$ cat src/rtl/jtag_tap_core.sv
// IEEE 1149.1 TAP core: 16-state controller, IR, decode, BYPASS/IDCODE DRs, user DR selects, falling-edge TDO.
// Optional: define JTAG_IDCODE_EN to include the IDCODE register and make IDCODE the reset instruction.
module jtag_tap_core #(
  parameter int                  IR_WIDTH     = 4,
  parameter logic [IR_WIDTH-1:0] IR_CAPTURE   = IR_WIDTH'(1),
  parameter logic [31:0]         IDCODE_VALUE = 32'h4A55_B001,
  parameter int                  IDCODE_INSTR = 1,
  parameter int                  USER_BASE    = 8,
  parameter int                  NUM_USER     = 2
) (
  input  logic                clk,
  input  logic                trst,
  input  logic                tms,
  input  logic                tdi,
  output logic                tdo,
  output logic                tdo_en,
  output logic [3:0]          tstate,
  output logic [IR_WIDTH-1:0] instr,
  output logic [NUM_USER-1:0] user_sel,
  output logic                capture_dr,
  output logic                shift_dr,
  output logic                update_dr,
  input  logic [NUM_USER-1:0] user_tdo,
  output logic                reset_n
);

  if (IR_WIDTH < 2) begin : g_chk_irw
    $error("jtag_tap_core: IR_WIDTH must be at least 2");
  end
  if (IDCODE_VALUE[0] != 1'b1) begin : g_chk_idv
    $error("jtag_tap_core: IDCODE_VALUE bit 0 must be 1");
  end
  if (IDCODE_INSTR < 0 || IDCODE_INSTR >= (1 << IR_WIDTH)) begin : g_chk_idi
    $error("jtag_tap_core: IDCODE_INSTR does not fit in IR_WIDTH");
  end
  if (NUM_USER < 1 || NUM_USER > 8 || USER_BASE + NUM_USER > (1 << IR_WIDTH)) begin : g_chk_usr
    $error("jtag_tap_core: user opcode range invalid");
  end

  typedef enum logic [3:0] {
    S_EX2DR = 4'h0, S_EX1DR = 4'h1, S_SHDR  = 4'h2, S_PDR   = 4'h3,
    S_SELIR = 4'h4, S_UPDR  = 4'h5, S_CAPDR = 4'h6, S_SELDR = 4'h7,
    S_EX2IR = 4'h8, S_EX1IR = 4'h9, S_SHIR  = 4'hA, S_PIR   = 4'hB,
    S_IDLE  = 4'hC, S_UPIR  = 4'hD, S_CAPIR = 4'hE, S_TLR   = 4'hF
  } state_t;

`ifdef JTAG_IDCODE_EN
  localparam logic [IR_WIDTH-1:0] RST_INSTR = IR_WIDTH'(IDCODE_INSTR);
`else
  localparam logic [IR_WIDTH-1:0] RST_INSTR = '1;
`endif

  state_t              r_state;
  state_t              w_next;
  logic [IR_WIDTH-1:0] r_ir_sh;
  logic                r_bypass;
  logic                w_shift_ir;
  logic                w_capture_ir;
  logic                w_update_ir;
  logic                w_update_dr_st;
  logic                w_tlr;
  logic                w_sel_idcode;
  logic                w_sel_bypass;
  logic [NUM_USER-1:0] w_user_sel;
  logic                w_dr_lsb;

  always_ff @(posedge clk or negedge trst) begin
    if (!trst) r_state <= S_TLR;
    else       r_state <= w_next;
  end

  always_comb begin
    w_next = r_state;
    case (r_state)
      S_TLR:   w_next = tms ? S_TLR   : S_IDLE;
      S_IDLE:  w_next = tms ? S_SELDR : S_IDLE;
      S_SELDR: w_next = tms ? S_SELIR : S_CAPDR;
      S_CAPDR: w_next = tms ? S_EX1DR : S_SHDR;
      S_SHDR:  w_next = tms ? S_EX1DR : S_SHDR;
      S_EX1DR: w_next = tms ? S_UPDR  : S_PDR;
      S_PDR:   w_next = tms ? S_EX2DR : S_PDR;
      S_EX2DR: w_next = tms ? S_UPDR  : S_SHDR;
      S_UPDR:  w_next = tms ? S_SELDR : S_IDLE;
      S_SELIR: w_next = tms ? S_TLR   : S_CAPIR;
      S_CAPIR: w_next = tms ? S_EX1IR : S_SHIR;
      S_SHIR:  w_next = tms ? S_EX1IR : S_SHIR;
      S_EX1IR: w_next = tms ? S_UPIR  : S_PIR;
      S_PIR:   w_next = tms ? S_EX2IR : S_PIR;
      S_EX2IR: w_next = tms ? S_UPIR  : S_SHIR;
      S_UPIR:  w_next = tms ? S_SELDR : S_IDLE;
      default: w_next = S_TLR;
    endcase
  end

  always_comb begin
    capture_dr     = 1'b0;
    shift_dr       = 1'b0;
    w_update_dr_st = 1'b0;
    w_capture_ir   = 1'b0;
    w_shift_ir     = 1'b0;
    w_update_ir    = 1'b0;
    w_tlr          = 1'b0;
    case (r_state)
      S_CAPDR: capture_dr     = 1'b1;
      S_SHDR:  shift_dr       = 1'b1;
      S_UPDR:  w_update_dr_st = 1'b1;
      S_CAPIR: w_capture_ir   = 1'b1;
      S_SHIR:  w_shift_ir     = 1'b1;
      S_UPIR:  w_update_ir    = 1'b1;
      S_TLR:   w_tlr          = 1'b1;
      default: ;
    endcase
  end

  assign tstate    = r_state;
  assign update_dr = w_update_dr_st & ~clk;
  assign reset_n   = trst & ~w_tlr;

  always_ff @(posedge clk or negedge trst) begin
    if (!trst)             r_ir_sh <= IR_CAPTURE;
    else if (w_capture_ir) r_ir_sh <= IR_CAPTURE;
    else if (w_shift_ir)   r_ir_sh <= {tdi, r_ir_sh[IR_WIDTH-1:1]};
  end

  // instr only changes on the falling edge, so DR scans always see a stable decode
  always_ff @(negedge clk or negedge trst) begin
    if (!trst)            instr <= RST_INSTR;
    else if (w_tlr)       instr <= RST_INSTR;
    else if (w_update_ir) instr <= r_ir_sh;
  end

  always_comb begin
    w_sel_idcode = 1'b0;
    w_user_sel   = '0;
    if (instr != '1) begin
`ifdef JTAG_IDCODE_EN
      if (instr == IR_WIDTH'(IDCODE_INSTR)) w_sel_idcode = 1'b1;
`endif
      for (int i = 0; i < NUM_USER; i++) begin
        if (!w_sel_idcode && instr == IR_WIDTH'(USER_BASE + i)) w_user_sel[i] = 1'b1;
      end
    end
  end

  assign w_sel_bypass = ~w_sel_idcode & ~(|w_user_sel);
  assign user_sel     = w_user_sel;

  always_ff @(posedge clk or negedge trst) begin
    if (!trst)                          r_bypass <= 1'b0;
    else if (capture_dr && w_sel_bypass) r_bypass <= 1'b0;
    else if (shift_dr && w_sel_bypass)   r_bypass <= tdi;
  end

`ifdef JTAG_IDCODE_EN
  logic [31:0] r_idcode;

  always_ff @(posedge clk) begin
    if (capture_dr && w_sel_idcode)    r_idcode <= IDCODE_VALUE;
    else if (shift_dr && w_sel_idcode) r_idcode <= {tdi, r_idcode[31:1]};
  end
`endif

  always_comb begin
    w_dr_lsb = r_bypass;
    if (|w_user_sel) w_dr_lsb = |(w_user_sel & user_tdo);
`ifdef JTAG_IDCODE_EN
    if (w_sel_idcode) w_dr_lsb = r_idcode[0];
`endif
  end

  // TDO changes on the falling edge so the host samples it cleanly on the next rising edge
  always_ff @(negedge clk or negedge trst) begin
    if (!trst) begin
      tdo    <= 1'b0;
      tdo_en <= 1'b0;
    end else begin
      tdo_en <= w_shift_ir | shift_dr;
      if (w_shift_ir)    tdo <= r_ir_sh[0];
      else if (shift_dr) tdo <= w_dr_lsb;
      else               tdo <= 1'b0;
    end
  end

endmodule

$ cat config.mk
export PLATFORM = sky130hd
export DESIGN_NAME = jtag_tap_core
export DESIGN_NICKNAME = d
export VERILOG_FILES = /design/src/rtl/jtag_tap_core.sv
export SDC_FILE = /design/constraint.sdc
export NUM_CORES = 1
export LEC_CHECK = 0
export ABC_AREA = 0
export BUFFER_PORTS_ARGS = -buffer_cell sky130_fd_sc_hd__buf_2
export CAP_MARGIN = 40
export CORE_ASPECT_RATIO = 1.1
export CORE_MARGIN = 3
export CORE_UTILIZATION = 25
export DETAILED_ROUTE_END_ITERATION = 10
export GPL_TIMING_DRIVEN = 1
export PLACE_DENSITY_LB_ADDON = 0.08
export SETUP_SLACK_MARGIN = 0.3
export SYNTH_ARGS = -nofsm -noshare
export SYNTH_HDL_FRONTEND = slang
export SYNTH_SLANG_ARGS = --single-unit
$ cat constraint.sdc
create_clock -name clk -period 1.4 [get_ports clk]
set_input_delay 0.07 -clock clk [delete_from_list [all_inputs] [get_ports clk]]
set_output_delay 0.07 -clock clk [all_outputs]
set_load 0.05 [all_outputs]
==> key figures <==
Run status
  – Status: finished, violations left
  – Violations in the final reports: negative setup slack

Floorplan
  – Initial cell density of the core: 0.265
  – Area of the die: 0.00369 sq mm
  – Cell row count: 20
  – Core region area: ~0.0028 sq mm
  – Die width: 58.2 microns
  – Boundary Pins: 22
  – Vert. Die Dim: ~63 microns

Final layout
  – Total of fill cells in the finished design: roughly 210
  – Non-Filler Cell Area, Final: about 0.0019 sq mm
  – Final net count: about 170
  – Area occupied by multi-input gates: about 540 sq um
  – Ant diodes: 0
  – Footprint of the flip-flops and latches: between 300 and 400 sq um
  – Post-Layout Cell Count: slightly below 200
  – Final standard cell utilization of the core: 0.672
  – Area growth, synth to finish: 153%
  – Share of layout cells above drive strength 1: 0.811

Power and ir drop
  – Clock Power Share: 0.112
  – Sequential Power Share: 0.176
  – Leakage power of the design: between 0.0009 and 0.001 uW
  – Peak supply drop: roughly 0.0017 V
  – Switching power: ~2300 uW
  – Internal power summed over all cells: roughly 3200 uW
  – Combinational share of power: 0.712
  – Switching share of power: 0.417
  – Pwr per Cell Area: 2880 mW/mm^2

Setup path
  – Crit path largest cell delay: approximately 520 ps
  – Worst-path maximum fanout: 3
  – Required time worst endpoint: 1330 ps
  – Category of the worst setup path capture point: output port
  – Buffers & Inverters on Critical Path: 1
  – Startpoint class of the critical path: flop
  – Cell at the slowest stage of the critical path: sky130_fd_sc_hd__dfstp_2
  – CP arrival: approximately 2200 ps
  – Kind of critical path: flop to output port
  – CP delay by family, top: flip-flops
  – Sequence of cells on the critical path: nor3b_4 > nor2b_4 > buf_6

STA
  – Fin Clk Skew: 69.6 ps
  – Worst hold slack across all endpoints: just under 80 ps
  – Final setup violation count: 28
  – RSZ-0062 raised after global routing: yes
  – Fin. Hold Viols: 0
  – Worst slew slack as a fraction of its limit: 0.856
  – Final WS setup: -887 ps
  – Max-slew violation count: 0
  – Fin Setup TNS: -9540 ps
  – Slew at the pin with the worst max-slew slack: between 200 and 250 ps

Route
  – Routed length on met2: 1470 microns
  – Top Metal Used: met4
  – Initial DRT Pass Iterations: 4
  – Drt wl/cell: 13.7 microns
  – Initial DRC count: 19
  – Remaining antenna violation count: 0
  – Met3 wire length: 91 microns
  – Post-detailed-routing wire length: about 2700 microns
  – Post-route DRC: 0
  – Detail-routed via count per cell: ~4.6
  – M1 WL: ~1100 microns
  – DR vias: between 900 and 1,000

Hold path
  – Hold/Removal Path Class: input pin to asynchronous set/reset pin

Synthesis
  – EDFF count, synth: 0
  – Synth cell count leaders: 16 x sky130_fd_sc_hd__nand2_1, 10 x sky130_fd_sc_hd__o21ai_0, 9 x sky130_fd_sc_hd__dfstp_2, 6 x sky130_fd_sc_hd__nor2_1, 5 x sky130_fd_sc_hd__inv_1
  – Largest area contributor in the synthesized netlist: sky130_fd_sc_hd__dfstp_2
  – Post-synthesis instance area: approximately 750 sq um
  – Syn Area/Cell: around 9.6 sq um
  – Library cell with the highest instance count after synthesis: sky130_fd_sc_hd__nand2_1
  – Number of instances in the synthesized netlist: between 70 and 80
  – Share of synthesized registers carrying an async set or reset: 1.00
  – Ranking of synthesized cells by area: sky130_fd_sc_hd__dfstp_2 32%, sky130_fd_sc_hd__dfrtp_1 13%, sky130_fd_sc_hd__nand2_1 8.0%, sky130_fd_sc_hd__dfrtn_1 6.7%, sky130_fd_sc_hd__o21ai_0 6.7%
  – Top_reg_cell synth: sky130_fd_sc_hd__dfstp_2
  – Share of synthesized area occupied by flip-flops and latches: 0.516
  – Post-synth net total: between 80 and 90
  – Fraction of synthesized cell area taken by the top area cell type: 0.316
  – #FFs+latches synth: 15
  – Distinct cell type count after synthesis: 28
  – Synthesis Warnings: 0

Place
  – Routability Congestion: approximately 0.70
  – Count of input and output buffers: 21
  – Placed Instances: between 100 and 150
  – HPWL after DPL: around 1500 microns
  – Instance area at placement: 0.00108 sq mm

Clock network
  – Clock slew seen by the registers of the worst setup and hold paths: 80 ps
  – Source-to-sink clock delay at the later pin of the worst-skew pair: around 460 ps
  – CTS tree: built

Global routing
  – Initial antenna violation count: 0
  – Global-route wire length before repair: between 3000 and 4000 microns
  – GRT Residual Overflow: 0
  – Aggregate global-route resource usage: 0.146
  – Pin count of the biggest net entering global routing: 10
  – Number of global-route vias before repair: roughly 880

Run
  – Maximum Capacitance Violations: 0
-- metal layers --
metal | vias up | global-route usage
li1 | 438 | -
met1 | 442 | 0.175
met2 | 21 | 0.232
met3 | 3 | 0.0389
met4 | 0 | 0.0841
met5 | - | 0
-- cell usage in the layout (no fill, tap or decap), types with 5 or more instances in the layout --
cell type                  instances
sky130_fd_sc_hd__clkbuf_4          6
sky130_fd_sc_hd__dfstp_2           7
sky130_fd_sc_hd__buf_2             5
sky130_fd_sc_hd__buf_6            38
sky130_fd_sc_hd__buf_8            12
sky130_fd_sc_hd__buf_4            22
sky130_fd_sc_hd__inv_1             7
sky130_fd_sc_hd__nand2_1           5
sky130_fd_sc_hd__nand2_2           8
sky130_fd_sc_hd__o21ai_2           7
-- sequential cells by signal, indices dropped and copies added, names as in the netlist --
register / flops
instr: 4
r_bypass: 1
r_ir_sh: 4
tdo: 1
tdo_en: 1
tstate: 4
-- worst paths after layout --
check,start,end,slack (ps),depth (start not counted)
worst min-delay path,trst,tdo,80,1
worst max register to register,instr[2],r_bypass,-720,6
min in group clk,tms,tstate[0],450,3
max in group asynchronous,trst,tstate[2],810,3
worst min register to register,r_ir_sh[0],r_ir_sh[0],500,2
worst max-delay path,instr[3],user_sel[0],-890,3
-- stage by stage --
| stage | worst slack (ps) | total power (uW) |
|---|---|---|
| final | -887 | 5480 |
| after global placement | -499 | 2890 |
| after CTS | -893 | 4570 |
| after floorplan | -701 | 2330 |
| after detailed placement | -505 | 2900 |
| after global routing | -955 | 5760 |
-- cell families (layout without fill, tap and decap cells) --
| group | count (synthesis) | count (layout) | share of synthesized area |
|---|---|---|---|
| simple gates | 33 | 33 | 0.224 |
| buf+inv | 9 | 95 | 0.0634 |
| compound gates | 17 | 17 | 0.142 |
| flops | 15 | 15 | 0.516 |
| mux | 4 | 4 | 0.0551 |
-- what timing repair did --
action | in CTS | in global routing
pin swaps | 5 | 18
setup endpoints to repair | 33 | 34
endpoints found under the hold margin | 13 | 0
hold buffers | 3 | 0
buffers inserted | 19 | 18
gates resized for setup | 79 | 45
-- final cells by class --
class | count | share of cell area
timing repair buffer | 79 | 0.430
clock inverter | 4 | 0.00791
multi-input combinational | 54 | 0.282
clock buffer | 8 | 0.0428
tap | 33 | 0.0217
inverter | 4 | 0.00791
sequential | 15 | 0.208
-- power groups by stage --
stage               registers, uW  clock network, uW  logic [uW]
finish                        962                616        3900
CTS                           930                597        3040
global placement              904               59.4        1930
global route                  988                652        4120
detailed placement            912               59.4        1930
floorplan                    1350               55.0         920
No activity file was read; power rests on OpenSTA's default activity.
